**src/rtl/motion_pi_cntrl.sv**
```systemverilog
// motion_pi_cntrl: saturating PI controller turning line-position error into left/right motor commands.
// Ports:
//   clk, rst_n    clock, asynchronous active-low reset
//   go            level enable; low brakes (zero commands) and clears the integrator
//   err_vld, err  single-cycle strobe with signed 12-bit error (positive = line right of centre)
//   lft, rht      signed 11-bit motor commands, held between updates
//   busy          high while a sample is in flight
//   upd           one-cycle pulse when lft/rht take new values
module motion_pi_cntrl #(
  parameter int BASE_SPD = 300,
  parameter int KP       = 3,
  parameter int KI_SHIFT = 4,
  parameter int INT_LIM  = 4095
) (
  input  logic        clk,
  input  logic        rst_n,
  input  logic        go,
  input  logic        err_vld,
  input  logic [11:0] err,
  output logic [10:0] lft,
  output logic [10:0] rht,
  output logic        busy,
  output logic        upd
);
  typedef enum logic [2:0] {IDLE, INTEG, PTERM, SUM, OUT} state_t;
  localparam logic signed [16:0] LIM11 = 17'sd1023;
  localparam logic signed [16:0] ILIM  = 17'(INT_LIM);
  localparam logic signed [16:0] BASE  = 17'(BASE_SPD);
  localparam logic signed [15:0] KP_S  = 16'(KP);
  // All datapath values are widened to 17 bits so every sum is exact before saturation.
  function automatic logic signed [16:0] sat(input logic signed [16:0] v, input logic signed [16:0] lim);
    return (v > lim) ? lim : (v < -lim) ? -lim : v;
  endfunction
  state_t state_q, state_d;
  logic signed [11:0] err_q;
  logic signed [13:0] integ_q, integ_d;
  logic signed [10:0] pterm_q, pterm_d, corr_q, corr_d, lft_q, lft_d, rht_q, rht_d;
  logic signed [15:0] prod;
  logic               upd_q;
  always_ff @(posedge clk or negedge rst_n)
    if (!rst_n) state_q <= IDLE;
    else state_q <= state_d;
  always_comb begin
    state_d = state_q;
    if (!go) state_d = IDLE;
    else
      case (state_q)
        IDLE:    state_d = err_vld ? INTEG : IDLE;
        INTEG:   state_d = PTERM;
        PTERM:   state_d = SUM;
        SUM:     state_d = OUT;
        default: state_d = IDLE;
      endcase
  end
  always_comb begin
    busy = state_q != IDLE;
    upd  = upd_q;
    lft  = lft_q;
    rht  = rht_q;
  end
  always_comb begin
    prod    = 16'(err_q) * KP_S;
    integ_d = 14'(sat(17'(integ_q) + 17'(err_q), ILIM));
    pterm_d = 11'(sat(17'(prod), LIM11));
    corr_d  = 11'(sat(17'(pterm_q) + 17'(integ_q >>> KI_SHIFT), LIM11));
    lft_d   = 11'(sat(BASE + 17'(corr_q), LIM11));
    rht_d   = 11'(sat(BASE - 17'(corr_q), LIM11));
  end
  always_ff @(posedge clk or negedge rst_n)
    if (!rst_n) begin
      err_q   <= '0;
      integ_q <= '0;
      pterm_q <= '0;
      corr_q  <= '0;
      lft_q   <= '0;
      rht_q   <= '0;
      upd_q   <= 1'b0;
    end else if (!go) begin
      integ_q <= '0;
      lft_q   <= '0;
      rht_q   <= '0;
      upd_q   <= 1'b0;
    end else begin
      upd_q <= state_q == OUT;
      case (state_q)
        IDLE:    if (err_vld) err_q <= err;
        INTEG:   integ_q <= integ_d;
        PTERM:   pterm_q <= pterm_d;
        SUM:     corr_q <= corr_d;
        default: begin
          lft_q <= lft_d;
          rht_q <= rht_d;
        end
      endcase
    end
endmodule

```
**config.mk**
```make
export PLATFORM = sky130hd
export DESIGN_NAME = motion_pi_cntrl
export DESIGN_NICKNAME = d
export VERILOG_FILES = /design/src/rtl/motion_pi_cntrl.sv
export SDC_FILE = /design/constraint.sdc
export NUM_CORES = 1
export LEC_CHECK = 0
export CORE_MARGIN = 5
export CORE_UTILIZATION = 60
export DETAILED_ROUTE_END_ITERATION = 8
export PLACE_DENSITY_LB_ADDON = 0.3
export SLEW_MARGIN = 20
export SYNTH_ARGS = -nofsm -noshare
export SYNTH_HDL_FRONTEND = slang
export SYNTH_SLANG_ARGS = --single-unit
```
**constraint.sdc**
```tcl
create_clock -name clk -period 4.5 [get_ports clk]
set_input_delay 0.9 -clock clk [delete_from_list [all_inputs] [get_ports clk]]
set_output_delay 0.9 -clock clk [all_outputs]
set_load 0.005 [all_outputs]
```
==> reports/metrics.yaml, run 1 <==
remaining_drc_errors: 0
fin_crit_ps: 3970
power.density_nw_per_um2: 749
drv_cap: 0
antenna_found_initial: 0
worst-setup-path-type: "reg2reg"
die-width_microns: 105
vias_per_cell: 6.35
slew_violations: 0
relSlewSlack_pct: 38.7
cp-end-kind: "flop"
antenna_cells: 0
skew_ps: 10.1
hold_viol_final: 0
rsz0062_at_grt: "false"
holdBufCountCts: 0
grt_pass1_wl_microns: 21400
core_area_sq_um: 8760
track_usage_pct: 23.4
synth_fp_nets: 657
irDropWorstVdd_v: 0.000474
timing.setup.tns_ps: 0
yosys.area.top_type_share_pct: 34.1
grt_pass1_vias: 4522
power.leakage_uw: 0.00276
place.gp.congestion: 0.938
ys_seq_elements: 74
dp_hpwl_microns: 9900
clockBufferDepth: 2
wire_per_inst_microns: 17.3
netlist_area_sq_um: 5430
stdcell_count: 731
ys_types: 69
dr_total_vias: 4643
critPathMaxFanout: 10
die_area_sq_um: 11100
synthToLayoutAreaGrowth_pct: 12.5
grt_max_degree: 75
syn_area_per_cell_sq_um: 9.29
root_buffer: "clkbuf_8"
overflow: 0
max_freq_mhz: 252
cts-resized-gates: 0
routed_wl_microns: 12700
hold_slack_ps: 499
critPathSlowestCell: "a2111oi_0"
yosys_warnings: 0
die_y_microns: 105
synth_ff_type: "dfrtp_1"
holdCritPathClass: "reg2reg"
setup_slack_ps: 534
cp_data_required_time_ps: 4780
htree_levels: 3
ys_top_cells_by_count: "dfrtp_1, ha_1, nand2_1"
fp-row-count: 34
synth_edf_count: 0
port_buffers: 39
pre_cts_slack_ps: 603
synthArstFlopShare_pct: 100
placed_cells: 717
drive_gt1_share_pct: 7.54
yosysMostFrequentCell: "dfrtp_1"
seq_area_frac_synth_pct: 34.1
fin_crit_sh_pct: 88.1
detail_route.first_pass.iterations: 5
cts_sinks: 74
insertion_delay_ps: 350
postLayoutCoreUtil_pct: 69.7
cp_cell_sequence: "ha_1 > inv_1 > fa_1 > nand2b_2 > a21oi_1 > o311ai_1 > a21o_1 > maj3_1 > a2111oi_0 > and2_1 > a221o_1"
initial_core_util_pct: 62.0
cp_data_arrival_time_ps: 4250
cts_setup_buffers: 0
setup_viol: 0
yosys-top-cells-area: "dfrtp_1, ha_1, xnor2_1"
clk_pin_slew_ps: 80
crit_path_start_kind: "flop"
yosysTopAreaCell: "dfrtp_1"
cts_tree: "done"
max_stage_delay_ps: 820
status: "finished, final reports clean"
worst_pin_slew_ps: 896
antenna_left: 0
numCtsBuffers: 9
nets: 692
drt_iter0_markers: 233
pin_count: 40
syn_inst: 585
## kinds of logic after synthesis
group	after synthesis	synth area share, %
XOR/XNOR	35	5.64
AO/OA/AOI/OAI	183	23.9
adder cells (fa/ha/maj)	58	13.7
AND/OR/NAND/NOR	170	15.7
multiplexers	17	3.45
buffers and inverters	48	3.48
flip-flops	74	34.1
## through the flow
stage          instance area, sq um  power, uW
3_5_place_dp                   5910       3980
3_3_place_gp                   5910       3870
4_1_cts                        6110       4560
5_1_grt                        6110       4990
2_1_floorplan                  5430       3310
6_report                       6110       4570
## cells in the final DEF, fill, tap and decap left out, drive strengths merged, types with 10 or more instances in the layout
cell           Yosys  final
dfrtp             74     74
ha                53     53
nand2             42     42
nor2              39     39
clkdlybuf4s50      0     38
o21ai             36     36
a21oi             29     29
inv               28     28
xnor2             23     23
nor3              16     16
nand3             14     14
mux2              14     14
a21o              13     13
xor2              12     12
nand2b            12     12
a221o             11     11
a31oi             10     10
## where the power goes
part           internal, uW  leakage [uW]  switching (uW)
Clock                   306      0.000101             241
Combinational          1240       0.00172            1640
Sequential              852      0.000943             294
## flip-flops by register name (all words and copies together), names as in the netlist
signal   flops
rht         11
lft         11
corr_q      11
state_q      3
err_q       12
pterm_q     11
integ_q     14
upd          1
## cell type report
type | instances | area, sq um
Timing Repair Buffer | 43 | 418
Tap cell | 108 | 135
Multi-Input combinational cell | 463 | 3390
Fill cell | 693 | 2650
Clock buffer | 9 | 124
Sequential cell | 74 | 1850
Inverter | 29 | 109
Clock inverter | 5 | 81.3
## worst max-delay path, delay by kind of cell, from the launching register on
kind,cells,cell delay [ps]
AO/OA/AOI/OAI,5,1700
adder cells (fa/ha/maj),3,980
AND/OR/NAND/NOR,2,670
flip-flops,1,480
buffers and inverters,1,60
## routing by layer
metal / global-route usage (%) / wire length [microns]
met1: 27.2 / 5070
met2: 42.7 / 6640
met3: 4.01 / 591
met4: 8.68 / 372
met5: 0 / 0
## path summary, 6_finish.rpt
kind / endpoint / slack [ps] / cells after the start / startpoint
min in group asynchronous: rht[10] / 670 / 1 / rst_n
max in group asynchronous: err_q[9] / 3230 / 1 / rst_n
setup reg to reg: integ_q[10] / 530 / 11 / err_q[0]
setup / recovery: integ_q[10] / 530 / 11 / err_q[0]
hold / removal: lft[7] / 500 / 2 / lft[7]
hold reg to reg: lft[7] / 500 / 2 / lft[7]
(Power assumes the default switching activity.)
==> inputs of run 2 (changes only) <==
- CORE_UTILIZATION: 60 -> 54
- clock period: 4.5 -> 3.6 ns (I/O delays scaled with it)
==> run 2 against run 1 <==
First-iteration DRC count is 7.7% higher. Sequential power increased by 21%. Final area increased by 4.0%. Sequential share of layout area fell by 1.2 points. The flow now finishes with violations (negative setup slack). Worst setup slack worse by 550 ps. Register-to-register slack worse by 550 ps.
==> reports/metrics.yaml, run 2 (synthesis results as in run 1) <==
cts_tree: "done"
htree_levels: 3
cp_data_required_time_ps: 3830
met3_usage_pct: 3.90
cts_sinks: 74
fin_crit_ps: 3610
status: "complete, but fails checks"
timing.setup.tns_ps: -26.7
overflow: 0
fin_crit_sh_pct: 100
grt_max_degree: 75
pin_count: 40
clk_pin_slew_ps: 80
drive_gt1_share_pct: 11.4
grt_use_met1_pct: 26.7
antenna_left: 0
worst-setup-path-type: "reg2reg"
routed_wl_microns: 12800
crit_path_start_kind: "flop"
grt_pass1_vias: 4493
dp_hpwl_microns: 9820
layout_commonest_cell: "dfrtp_1"
top_usage_layer: "met2"
max_freq_mhz: 277
largest_registers: "integ_q: 14 flops, err_q: 12 flops"
die-width_microns: 110
stdcell_count: 771
insertion_delay_ps: 360
rsz0062_at_grt: "true"
hold_viol_final: 0
final_cell_mix: "dfrtp_1, ha_1, nand2_1"
dr_total_vias: 4686
postLayoutCoreUtil_pct: 65.0
relSlewSlack_pct: 39.2
root_buffer: "clkbuf_8"
die_y_microns: 110
violations: "negative setup slack"
critPathMaxFanout: 6
numCtsBuffers: 9
place.gp.congestion: 0.934
setup_slack_ps: -11.7
power.density_nw_per_um2: 945
wire_per_inst_microns: 16.6
pre_cts_slack_ps: -85.4
initial_core_util_pct: 55.6
holdBufCountCts: 0
vias_per_cell: 6.08
cp_data_arrival_time_ps: 3840
skew_ps: 9.64
remaining_drc_errors: 0
die_area_sq_um: 12200
detail_route.first_pass.iterations: 5
nets: 706
holdCritPathClass: "reg2reg"
clockBufferDepth: 2
largest_reg_flops: 14
placed_cells: 752
antenna_cells: 0
grt_pass1_wl_microns: 21500
fp-row-count: 36
irDropWorstVdd_v: 0.000537
top_register: "integ_q"
core_area_sq_um: 9770
cp-end-kind: "flop"
drv_cap: 0
drt_iter0_markers: 251
worst_pin_slew_ps: 912
setup_viol: 4
track_usage_pct: 22.7
slew_violations: 0
port_buffers: 39
antenna_found_initial: 0
use_met2_pct: 39.8
power.leakage_uw: 0.00287
synthToLayoutAreaGrowth_pct: 17.0
[run 2: path summary, 6_finish.rpt]
| kind | startpoint | to | slack [ps] | cells past startpoint |
|---|---|---|---|---|
| min | lft[1] | lft[1] | 480 | 2 |
| max in group asynchronous | rst_n | pterm_q[9] | 2520 | 1 |
| max | integ_q[0] | integ_q[7] | -10 | 11 |
| max reg2reg | integ_q[0] | integ_q[7] | -10 | 11 |
| min reg2reg | lft[1] | lft[1] | 480 | 2 |
| min in group asynchronous | rst_n | rht[10] | 500 | 1 |
[run 2: critical path: stages (launching register included)]
cell and delay (ps):
dfrtp_1 370, ha_2 200, inv_2 40, fa_2 330, nand2b_4 160, a21oi_4 160
xor2_1 90, or4b_1 490, or4_4 430, or4b_4 520, o311a_4 350, a221o_1 330
[run 2: cell type report]
type,instances,area [sq um]
Sequential cell,74,1850
Timing Repair Buffer,56,515
Fill cell,812,3420
Inverter,29,109
Clock buffer,10,128
Tap cell,133,166
Clock inverter,5,104
Multi-Input combinational cell,464,3480
[run 2: metrics by stage]
step           hold WS (ps)  cell area [sq um]  total power, uW
6_report                483               6360             6010
5_1_grt                 537               6360             6540
4_1_cts                 484               6290             5860
3_5_place_dp            465               6020             5020
3_3_place_gp            460               6020             4890
2_1_floorplan           424               5440             4150
[run 2: routing by layer]
layer / vias up / part of all wire [%] / wire, microns
met5: - / 0 / 0
met4: 0 / 3.8 / 484
met3: 44 / 4.5 / 571
met2: 134 / 50 / 6420
met1: 2215 / 42 / 5320
li1: 2293 / - / -
[run 2: where the power goes]
| group | internal, uW | switching [uW] | total, uW |
|---|---|---|---|
| sequential | 1070 | 326 | 1390 |
| combinational | 1690 | 2150 | 3840 |
| clock | 457 | 315 | 772 |
| total | 3210 | 2790 | 6010 |
[run 2: timing repair]
item,CTS,global route
gates cloned,1,0
pin swaps,1,4
buffers inserted,0,3
setup endpoints to repair,10,20
resized for setup,3,9
==> inputs of run 3 (changes only) <==
- ABC_CLOCK_PERIOD_IN_PS: default -> 3600
==> results of run 3 <==
The final DEF is identical to that of run 2; final timing and power are the same.
